File: src/rtl/dot_matrix_decoder_if.sv
// Bus bundle for the dot-matrix decoder: scan inputs, readback port and
// glyph/frame status outputs. The decoder attaches through the slave modport.
interface dot_matrix_decoder_if;
    logic [7:0] dot_row;
    logic [7:0] dot_col;
    logic [2:0] rd_row;
    logic [7:0] rd_col;
    logic [1:0] glyph;
    logic       glyph_valid;
    logic       unknown;
    logic       frame_strobe;
    logic       seq_err;
    logic [7:0] frame_count;

    modport master (
        output dot_row, dot_col, rd_row,
        input  rd_col, glyph, glyph_valid, unknown, frame_strobe, seq_err, frame_count
    );

    modport slave (
        input  dot_row, dot_col, rd_row,
        output rd_col, glyph, glyph_valid, unknown, frame_strobe, seq_err, frame_count
    );
endinterface

File: src/rtl/dot_matrix_decoder.sv
// Dot-matrix decoder: snoops a row-scanned 8x8 LED driver, rebuilds each
// complete frame, keeps it in a shadow buffer for readback and matches it
// against four fixed glyphs.
module dot_matrix_decoder (
    input  logic                 clk,
    input  logic                 reset,
    dot_matrix_decoder_if.slave  bus
);

    localparam logic [0:0] ST_HUNT    = 1'b0;
    localparam logic [0:0] ST_CAPTURE = 1'b1;

    // Glyph bitmaps, row 0 in the most significant byte.
    localparam logic [63:0] GLYPH0 = 64'h0C0C_197E_9818_2848;
    localparam logic [63:0] GLYPH1 = 64'h0024_3CBD_FF3C_3C00;
    localparam logic [63:0] GLYPH2 = 64'h1818_3C3C_5A18_1824;
    localparam logic [63:0] GLYPH3 = 64'h1824_4281_4242_427E;

    logic [7:0]  r_row;
    logic [7:0]  r_col;
    logic [0:0]  r_state;
    logic [2:0]  r_last;
    logic [7:0]  r_work   [8];
    logic [7:0]  r_shadow [8];
    logic        r_done;
    logic        r_strobe;
    logic        r_seq_err;
    logic [7:0]  r_count;
    logic [1:0]  r_glyph;
    logic        r_valid;
    logic        r_unknown;
    logic [7:0]  r_rd_col;

    logic [7:0]  w_low;
    logic        w_idle;
    logic        w_valid;
    logic [2:0]  w_idx;
    logic        w_store;
    logic        w_clear;
    logic        w_complete;
    logic        w_error;
    logic [0:0]  w_next_state;
    logic [2:0]  w_next_last;
    logic [63:0] w_flat;
    logic        w_match;
    logic [1:0]  w_code;

    // Input stage: every decision downstream works on this registered copy.
    always_ff @(posedge clk) begin
        if (reset) begin
            r_row <= 8'hFF;
            r_col <= 8'h00;
        end else begin
            r_row <= bus.dot_row;
            r_col <= bus.dot_col;
        end
    end

    // Classify the sampled row select as idle, a single valid row, or illegal.
    always_comb begin
        w_low   = ~r_row;
        w_idle  = (r_row == 8'h00) || (r_row == 8'hFF);
        w_valid = $onehot(w_low);
        w_idx   = 3'd0;
        for (int i = 0; i < 8; i++) begin
            if (w_low[i]) w_idx = 3'(7 - i);
        end
    end

    // Sequence tracker: decides whether the sampled row is stored, completes a frame or is an error.
    always_comb begin
        w_store      = 1'b0;
        w_clear      = 1'b0;
        w_complete   = 1'b0;
        w_error      = 1'b0;
        w_next_state = r_state;
        w_next_last  = r_last;
        case (r_state)
            ST_HUNT: begin
                if (w_valid && (w_idx == 3'd0)) begin
                    w_store      = 1'b1;
                    w_next_state = ST_CAPTURE;
                    w_next_last  = 3'd0;
                end
            end
            ST_CAPTURE: begin
                if (w_valid && (w_idx == r_last)) begin
                    w_store = 1'b1;
                end else if (w_valid && (w_idx == r_last + 3'd1)) begin
                    w_store     = 1'b1;
                    w_next_last = w_idx;
                    if (w_idx == 3'd7) begin
                        w_complete   = 1'b1;
                        w_next_state = ST_HUNT;
                    end
                end else if (!w_idle) begin
                    w_error      = 1'b1;
                    w_clear      = 1'b1;
                    w_next_state = ST_HUNT;
                    if (w_valid && (w_idx == 3'd0)) begin
                        w_store      = 1'b1;
                        w_next_state = ST_CAPTURE;
                        w_next_last  = 3'd0;
                    end
                end
            end
            default: w_next_state = ST_HUNT;
        endcase
    end

    // State register plus the one-cycle sequence error pulse.
    always_ff @(posedge clk) begin
        if (reset) begin
            r_state   <= ST_HUNT;
            r_last    <= 3'd0;
            r_seq_err <= 1'b0;
        end else begin
            r_state   <= w_next_state;
            r_last    <= w_next_last;
            r_seq_err <= w_error;
        end
    end

    // Working frame: cleared on a sequence error, a restart row 0 lands on top of the clear.
    always_ff @(posedge clk) begin
        if (reset) begin
            for (int i = 0; i < 8; i++) r_work[i] <= 8'h00;
        end else begin
            if (w_clear) begin
                for (int i = 0; i < 8; i++) r_work[i] <= 8'h00;
            end
            if (w_store) r_work[w_idx] <= r_col;
        end
    end

    // Shadow frame: takes the whole working frame, with row 7 straight from the input stage.
    always_ff @(posedge clk) begin
        if (reset) begin
            for (int i = 0; i < 8; i++) r_shadow[i] <= 8'h00;
        end else if (w_complete) begin
            for (int i = 0; i < 7; i++) r_shadow[i] <= r_work[i];
            r_shadow[7] <= r_col;
        end
    end

    // Flatten the shadow frame and look it up against the glyph table.
    always_comb begin
        w_flat  = {r_shadow[0], r_shadow[1], r_shadow[2], r_shadow[3],
                   r_shadow[4], r_shadow[5], r_shadow[6], r_shadow[7]};
        w_match = 1'b1;
        w_code  = 2'd0;
        if (w_flat == GLYPH0)      w_code = 2'd0;
        else if (w_flat == GLYPH1) w_code = 2'd1;
        else if (w_flat == GLYPH2) w_code = 2'd2;
        else if (w_flat == GLYPH3) w_code = 2'd3;
        else                       w_match = 1'b0;
    end

    // Frame result stage, one edge behind the shadow update.
    always_ff @(posedge clk) begin
        if (reset) begin
            r_done    <= 1'b0;
            r_strobe  <= 1'b0;
            r_count   <= 8'h00;
            r_glyph   <= 2'd0;
            r_valid   <= 1'b0;
            r_unknown <= 1'b0;
        end else begin
            r_done   <= w_complete;
            r_strobe <= r_done;
            if (r_done) begin
                r_count   <= r_count + 8'd1;
                r_valid   <= w_match;
                r_unknown <= !w_match;
                if (w_match) r_glyph <= w_code;
            end
        end
    end

    // Registered readback; a same-edge shadow update is not yet visible here.
    always_ff @(posedge clk) begin
        if (reset) r_rd_col <= 8'h00;
        else       r_rd_col <= r_shadow[bus.rd_row];
    end

    assign bus.rd_col       = r_rd_col;
    assign bus.glyph        = r_glyph;
    assign bus.glyph_valid  = r_valid;
    assign bus.unknown      = r_unknown;
    assign bus.frame_strobe = r_strobe;
    assign bus.seq_err      = r_seq_err;
    assign bus.frame_count  = r_count;

endmodule

File: src/flat_wrapper.sv
// flat-port wrapper written by rule: the top's interface ports become plain ports
module dot_matrix_decoder_flat 
  (clk, reset, bus_dot_row, bus_dot_col, bus_rd_row, bus_rd_col, bus_glyph, bus_glyph_valid, bus_unknown, bus_frame_strobe, bus_seq_err, bus_frame_count);
  dot_matrix_decoder_if bus_i ();
  input  logic clk;
  input  logic reset;
  input wire logic [$bits(bus_i.dot_row)-1:0] bus_dot_row;
  input wire logic [$bits(bus_i.dot_col)-1:0] bus_dot_col;
  input wire logic [$bits(bus_i.rd_row)-1:0] bus_rd_row;
  output wire logic [$bits(bus_i.rd_col)-1:0] bus_rd_col;
  output wire logic [$bits(bus_i.glyph)-1:0] bus_glyph;
  output wire logic [$bits(bus_i.glyph_valid)-1:0] bus_glyph_valid;
  output wire logic [$bits(bus_i.unknown)-1:0] bus_unknown;
  output wire logic [$bits(bus_i.frame_strobe)-1:0] bus_frame_strobe;
  output wire logic [$bits(bus_i.seq_err)-1:0] bus_seq_err;
  output wire logic [$bits(bus_i.frame_count)-1:0] bus_frame_count;
  assign bus_i.dot_row = bus_dot_row;
  assign bus_i.dot_col = bus_dot_col;
  assign bus_i.rd_row = bus_rd_row;
  assign bus_rd_col = bus_i.rd_col;
  assign bus_glyph = bus_i.glyph;
  assign bus_glyph_valid = bus_i.glyph_valid;
  assign bus_unknown = bus_i.unknown;
  assign bus_frame_strobe = bus_i.frame_strobe;
  assign bus_seq_err = bus_i.seq_err;
  assign bus_frame_count = bus_i.frame_count;
  dot_matrix_decoder u_core (.clk(clk), .reset(reset), .bus(bus_i));
endmodule
File: config.mk
export PLATFORM = sky130hd
export DESIGN_NAME = dot_matrix_decoder_flat
export DESIGN_NICKNAME = d
export VERILOG_FILES = /design/src/rtl/dot_matrix_decoder_if.sv /design/src/rtl/dot_matrix_decoder.sv /design/src/flat_wrapper.sv
export SDC_FILE = /design/constraint.sdc
export NUM_CORES = 1
export LEC_CHECK = 0
export ABC_AREA = 1
export CELL_PAD_IN_SITES_DETAIL_PLACEMENT = 1
export CELL_PAD_IN_SITES_GLOBAL_PLACEMENT = 1
export CORE_ASPECT_RATIO = 0.7
export CORE_MARGIN = 4
export CORE_UTILIZATION = 35
export CTS_CLUSTER_DIAMETER = 30
export DETAILED_ROUTE_END_ITERATION = 7
export PLACE_DENSITY_LB_ADDON = 0.2
export SYNTH_ARGS = -nofsm -noshare
export SYNTH_HDL_FRONTEND = slang
export SYNTH_SLANG_ARGS = --single-unit
File: constraint.sdc
create_clock -name clk -period 10.1 [get_ports clk]
set_clock_uncertainty 0.05 [all_clocks]
set_input_delay 3.03 -clock clk [delete_from_list [all_inputs] [get_ports clk]]
set_output_delay 3.03 -clock clk [all_outputs]
set_load 0.05 [all_outputs]
* Yosys cells after proc, flatten, opt, wreduce, memory -nomap -nowiden
Memories as Yosys holds them, arrays and structs flattened. A register that Yosys moved wholly into a read port is not among the register bits.
Index checks and enable logic that the tools add are counted.
** Word-level totals
- Register bits after elaboration :: 35
- Memory bits (writable) :: 128
- Bits of input ports :: 21
- Output and inout bits :: 22
- Memories kept :: 2
** Memory list
- u_core.r_shadow :: words 8, width 8, rd ports 9, clocked after Yosys merged registers in 1, wr ports 8, RTL line dot_matrix_decoder.sv:24 : logic [7:0] r_shadow [8];
- u_core.r_work :: words 8, width 8, rd ports 7, clocked after Yosys merged registers in 0, wr ports 9, RTL line dot_matrix_decoder.sv:23 : logic [7:0] r_work [8];
** Cells by class
- $add $sub $neg :: 9
- Eq/ne operators :: 11
- Mux-type cells :: 66
- Bitwise logic cells :: 18
- Reduce and logical (&&, ||, !) cells :: 9
** Operators with widths (count)
- $eq A64 B61 Y1 const B :: 2
- $mux W8 :: 16
- $eq A64 B54 Y1 const B :: 1
- $eq A64 B60 Y1 const B :: 1
- $mux W3 :: 12
- $mux W1 :: 31
- $or A1 B1 Y1 :: 16
- $add A4 B4 Y4 :: 3
- $add A1 B1 Y2 :: 4
- $add A8 B1 Y8 const B :: 1
- $eq A8 B8 Y1 const B :: 1
- $logic_not A8 Y1 :: 1
- $mux W2 :: 4
- $not A8 Y8 :: 1
- $eq A3 B3 Y1 :: 2
- $pmux W3 S2 :: 1
- $eq A4 B1 Y1 const B :: 1
- $pmux W1 S2 :: 2
- $reduce_and A2 Y1 :: 2
- $add A3 B1 Y3 const B :: 1
- $eq A3 B3 Y1 const B :: 1
- $logic_and A1 B1 Y1 :: 3
- $logic_not A3 Y1 :: 1
- $ne A3 B3 Y1 const B :: 1
- other kinds (4) :: 4

* Depth between registers and ports, before layout
- Word-level depth :: 19
- Depth in mapped cells :: 17
- Mapped depth without buffers :: 16

* Least setup slack after synthesis
Ideal clock, no wire load.
- Kind :: register to register
- From :: reg u_core.r_row[0]
- To :: mem u_core.r_shadow[0][0] (enable)
- Library setup time :: 0.577 ns
- Arrival time :: 7.704 ns
- Path slack :: 1.769 ns
- Stages on the path, launching flop included :: 14
- Clock period less this slack :: 8.331 ns
- Cell sequence :: dfxtp_1 > inv_1 > ha_1 > fa_1 > inv_1 > fa_1 > inv_1 > ha_1 > fa_1 > nor4_4 > nand2_1 > nor2_2 > nand3_4 > o21ai_0
** RTL lines
- from (decl) :: RTL line dot_matrix_decoder.sv:19 : logic [7:0] r_row;
- from (signal assigned) :: RTL line dot_matrix_decoder.sv:54 : r_row <= bus.dot_row;
- to (decl) :: RTL line dot_matrix_decoder.sv:24

==> reports/metrics.csv <==
stage,metric,value,unit
sta,hold slack final,0.422,ns
power,total power,1.58,mW
clocking,CTS Sinks,163,
synthesis,Main synth FF type,edfxtp_1,
critical_path,worst setup path class,primary input to flip-flop,
layout,nets@finish,907,
global_routing,GRT Overall Usage,18.0,%
sta,RSZ-0062 raised after global routing,no,
power,PD cells,175,nW/µm²
layout,post-layout util,41.6,%
layout,"most common cell after layout, fill and taps aside",nor2_1,
detailed_routing,Antenna Violating Nets Remaining,0,
critical_path,CP Capture Type,flip-flop,
floorplanning,initial core utilization,35.7,%
critical_path,crit-path max FO,49,
layout,ant diodes,0,
critical_path,critical path required time,10.30,ns
sta,Fmax,0.182,GHz
floorplanning,Die Ht,133,µm
clocking,cts repair resizes,0,
sta,Tcrit/Tclk final,54.4,%
synthesis,"Net Count, Synth",866,
synthesis,compound-cell area share of the yosys netlist,6.50,%
synthesis,largest family of logic cells by synthesized area,simple AND/OR/NAND/NOR gates,
clocking,root buffer cell,clkbuf_16,
sta,max-slew violations,0,
detailed_routing,Avg Vias per Cell,4.88,
layout,"commonest non-fill, non-tap cells in the layout","nor2_1 (186), inv_1 (143), edfxtp_1 (120)",
layout,fillcell total,2493,
sta,minimum clock period,5.50,ns
synthesis,Yosys cell types,37,
layout,Layout area overhead,16.3,%
clocking,CTS tree,yes,
job,Max Cap Viol,0,
sta,Least-Margin Pin Slew,1.01,ns
synthesis,asr flop ratio synth,0,%
synthesis,YS warnings,0,
critical_path,CP startpoint kind,primary input,
critical_path,arrival time of the worst setup path,5.70,ns
status,outcome,finished clean,
synthesis,simple-gate share of the synthesized area,24.0,%
clocking,CTS buffer count,17,
synthesis,Syn Inst Count,826,
floorplanning,IO Pins,43,
detailed_routing,Routed WL,21300,µm
global_routing,largest net degree at the start of global routing,66,
floorplanning,Die Footprint,24700,µm²
clocking,Max clock buf depth,2,
synthesis,Netlist Area Pre-Place,7780,µm²
place,Final GP Congestion,0.940,
global_routing,gr ovfl total,0,
global_routing,antenna violations before repair,0,
synthesis,Synth Area in XOR/XNOR,0.113,%
clocking,"Hold-fix buffers, CTS",0,
floorplanning,core area,21800,µm²
worst_hold_path,worst min path class,flip-flop to flip-flop,
synthesis,Post-synth EDFFs,120,
synthesis,post-synthesis adder-cell area fraction,3.44,%
sta,Fin. Hold Viols,0,
floorplanning,die width,186,µm
sta,Slew HR,32.7,%
clocking,setup bufs post-CTS,0,
detailed_routing,Vias,5673,
detailed_routing,# DRC,0,
power,Pleak,3.58,nW
global_routing,vias in the first global route,5760,
synthesis,"flops & latches, synth",163,
detailed_routing,initial DRC count,540,
floorplanning,row count,45,
clocking,htree depth,4,
clocking,worst skew pair latency,0.44,ns
place,I/O Buffers,42,
synthesis,"Seq/Total Area, Yosys",57.4,%
detailed_routing,Routed WL per cell,18.3,µm
power,VDD IR-drop max,0.120,mV
place,hpwl dp,15300,µm
layout,layout cells sized above 1,9.32,%
synthesis,post-synthesis mux area share,0,%
global_routing,first-pass GRT wire length,33300,µm
clocking,Clock Pin Slew Worst Setup and Hold Paths,0.07,ns
synthesis,Synth Area per Inst,9.42,µm²
sta,final setup vio count,0,
sta,Setup TNS,0,ns
detailed_routing,drt pass-1 iters,5,
-- worst paths after layout --
kind                             start                        end  slack, ns  cells after the start
min reg2reg  u_core.bus.frame_count[7]  u_core.bus.frame_count[7]       0.42                      2
max reg2reg            u_core.r_row[0]      u_core.r_shadow[4][6]       5.22                     15
min          u_core.bus.frame_count[7]  u_core.bus.frame_count[7]       0.42                      2
max                              reset      u_core.r_shadow[4][6]       4.60                      5
-- synthesized netlist by cell type (2+ instances only) --
cell | instances | area [µm²]
a21oi_1 | 33 | 165
dfxtp_1 | 43 | 861
nor4_1 | 3 | 18.8
fa_1 | 4 | 80.1
ha_1 | 15 | 188
o211ai_1 | 4 | 30.0
a31oi_1 | 9 | 56.3
nand3_4 | 8 | 140
clkbuf_1 | 21 | 78.8
nand4_1 | 19 | 119
nor2_4 | 10 | 113
nand3_1 | 23 | 115
inv_1 | 143 | 537
inv_2 | 3 | 11.3
o21ai_0 | 41 | 205
nor3_1 | 16 | 80.1
nand3b_1 | 5 | 37.5
nand2_1 | 86 | 323
or2_2 | 13 | 81.3
nand2_2 | 2 | 12.5
nand2_4 | 4 | 45.0
edfxtp_1 | 120 | 3600
clkinv_1 | 2 | 7.51
nor2_1 | 186 | 698
-- power by group --
group	switching, mW	internal [mW]
clock network	0.294	0.347
registers	0.0231	0.756
logic	0.111	0.0482
-- layer usage --
metal / up-vias / global-route usage (%) / routed length (µm)
met2: 187 / 25.4 / 8770
met3: 17 / 5.88 / 1720
met5: - / 0 / 0
met1: 2713 / 27.0 / 10600
met4: 0 / 4.05 / 200
li1: 2756 / - / -
-- flip-flops by register name, summed over array words and instances, names as in the netlist --
name,cells
u_core.bus.glyph,2
u_core.r_row,8
u_core.r_state,1
u_core.bus.seq_err,1
u_core.bus.frame_strobe,1
u_core.bus.unknown,1
u_core.bus.rd_col,8
u_core.r_col,8
u_core.bus.glyph_valid,1
u_core.r_work,56
u_core.r_shadow,64
u_core.r_done,1
u_core.r_last,3
u_core.bus.frame_count,8
-- through the flow --
stage	area (µm²)	setup slack (ns)	cells
detailed placement	8480	4.08	1130
finish	9050	4.60	1162
floorplan	7780	1.77	826
CTS	9050	4.54	1162
global placement	8480	4.25	1130
global route	9050	4.34	1162
-- layout make-up --
cell class	count	area [µm²]	share of cell area, %
timing repair buffer	45	443	4.89
clock buffer	18	429	4.74
tap	282	353	3.90
sequential	163	4460	49.3
multi-input combinational	491	2660	29.4
clock inverter	14	140	1.55
inverter	149	562	6.21
-- worst max-delay path, stage by stage --
cell and delay (ns):
clkdlybuf4s50_1 0.40, buf_4 0.28, inv_2 0.64, nand4_4 0.94, nor2_1 0.36
-- cell families (layout without fill, tap and decap cells) --
| family | Yosys count | in the layout |
|---|---|---|
| flops | 163 | 163 |
| fa+ha+maj | 19 | 19 |
| xor+xnor | 1 | 1 |
| compound gates | 90 | 90 |
| buf+inv | 172 | 226 |
| simple gates | 381 | 381 |
No activity file was read; power rests on OpenSTA's default activity.
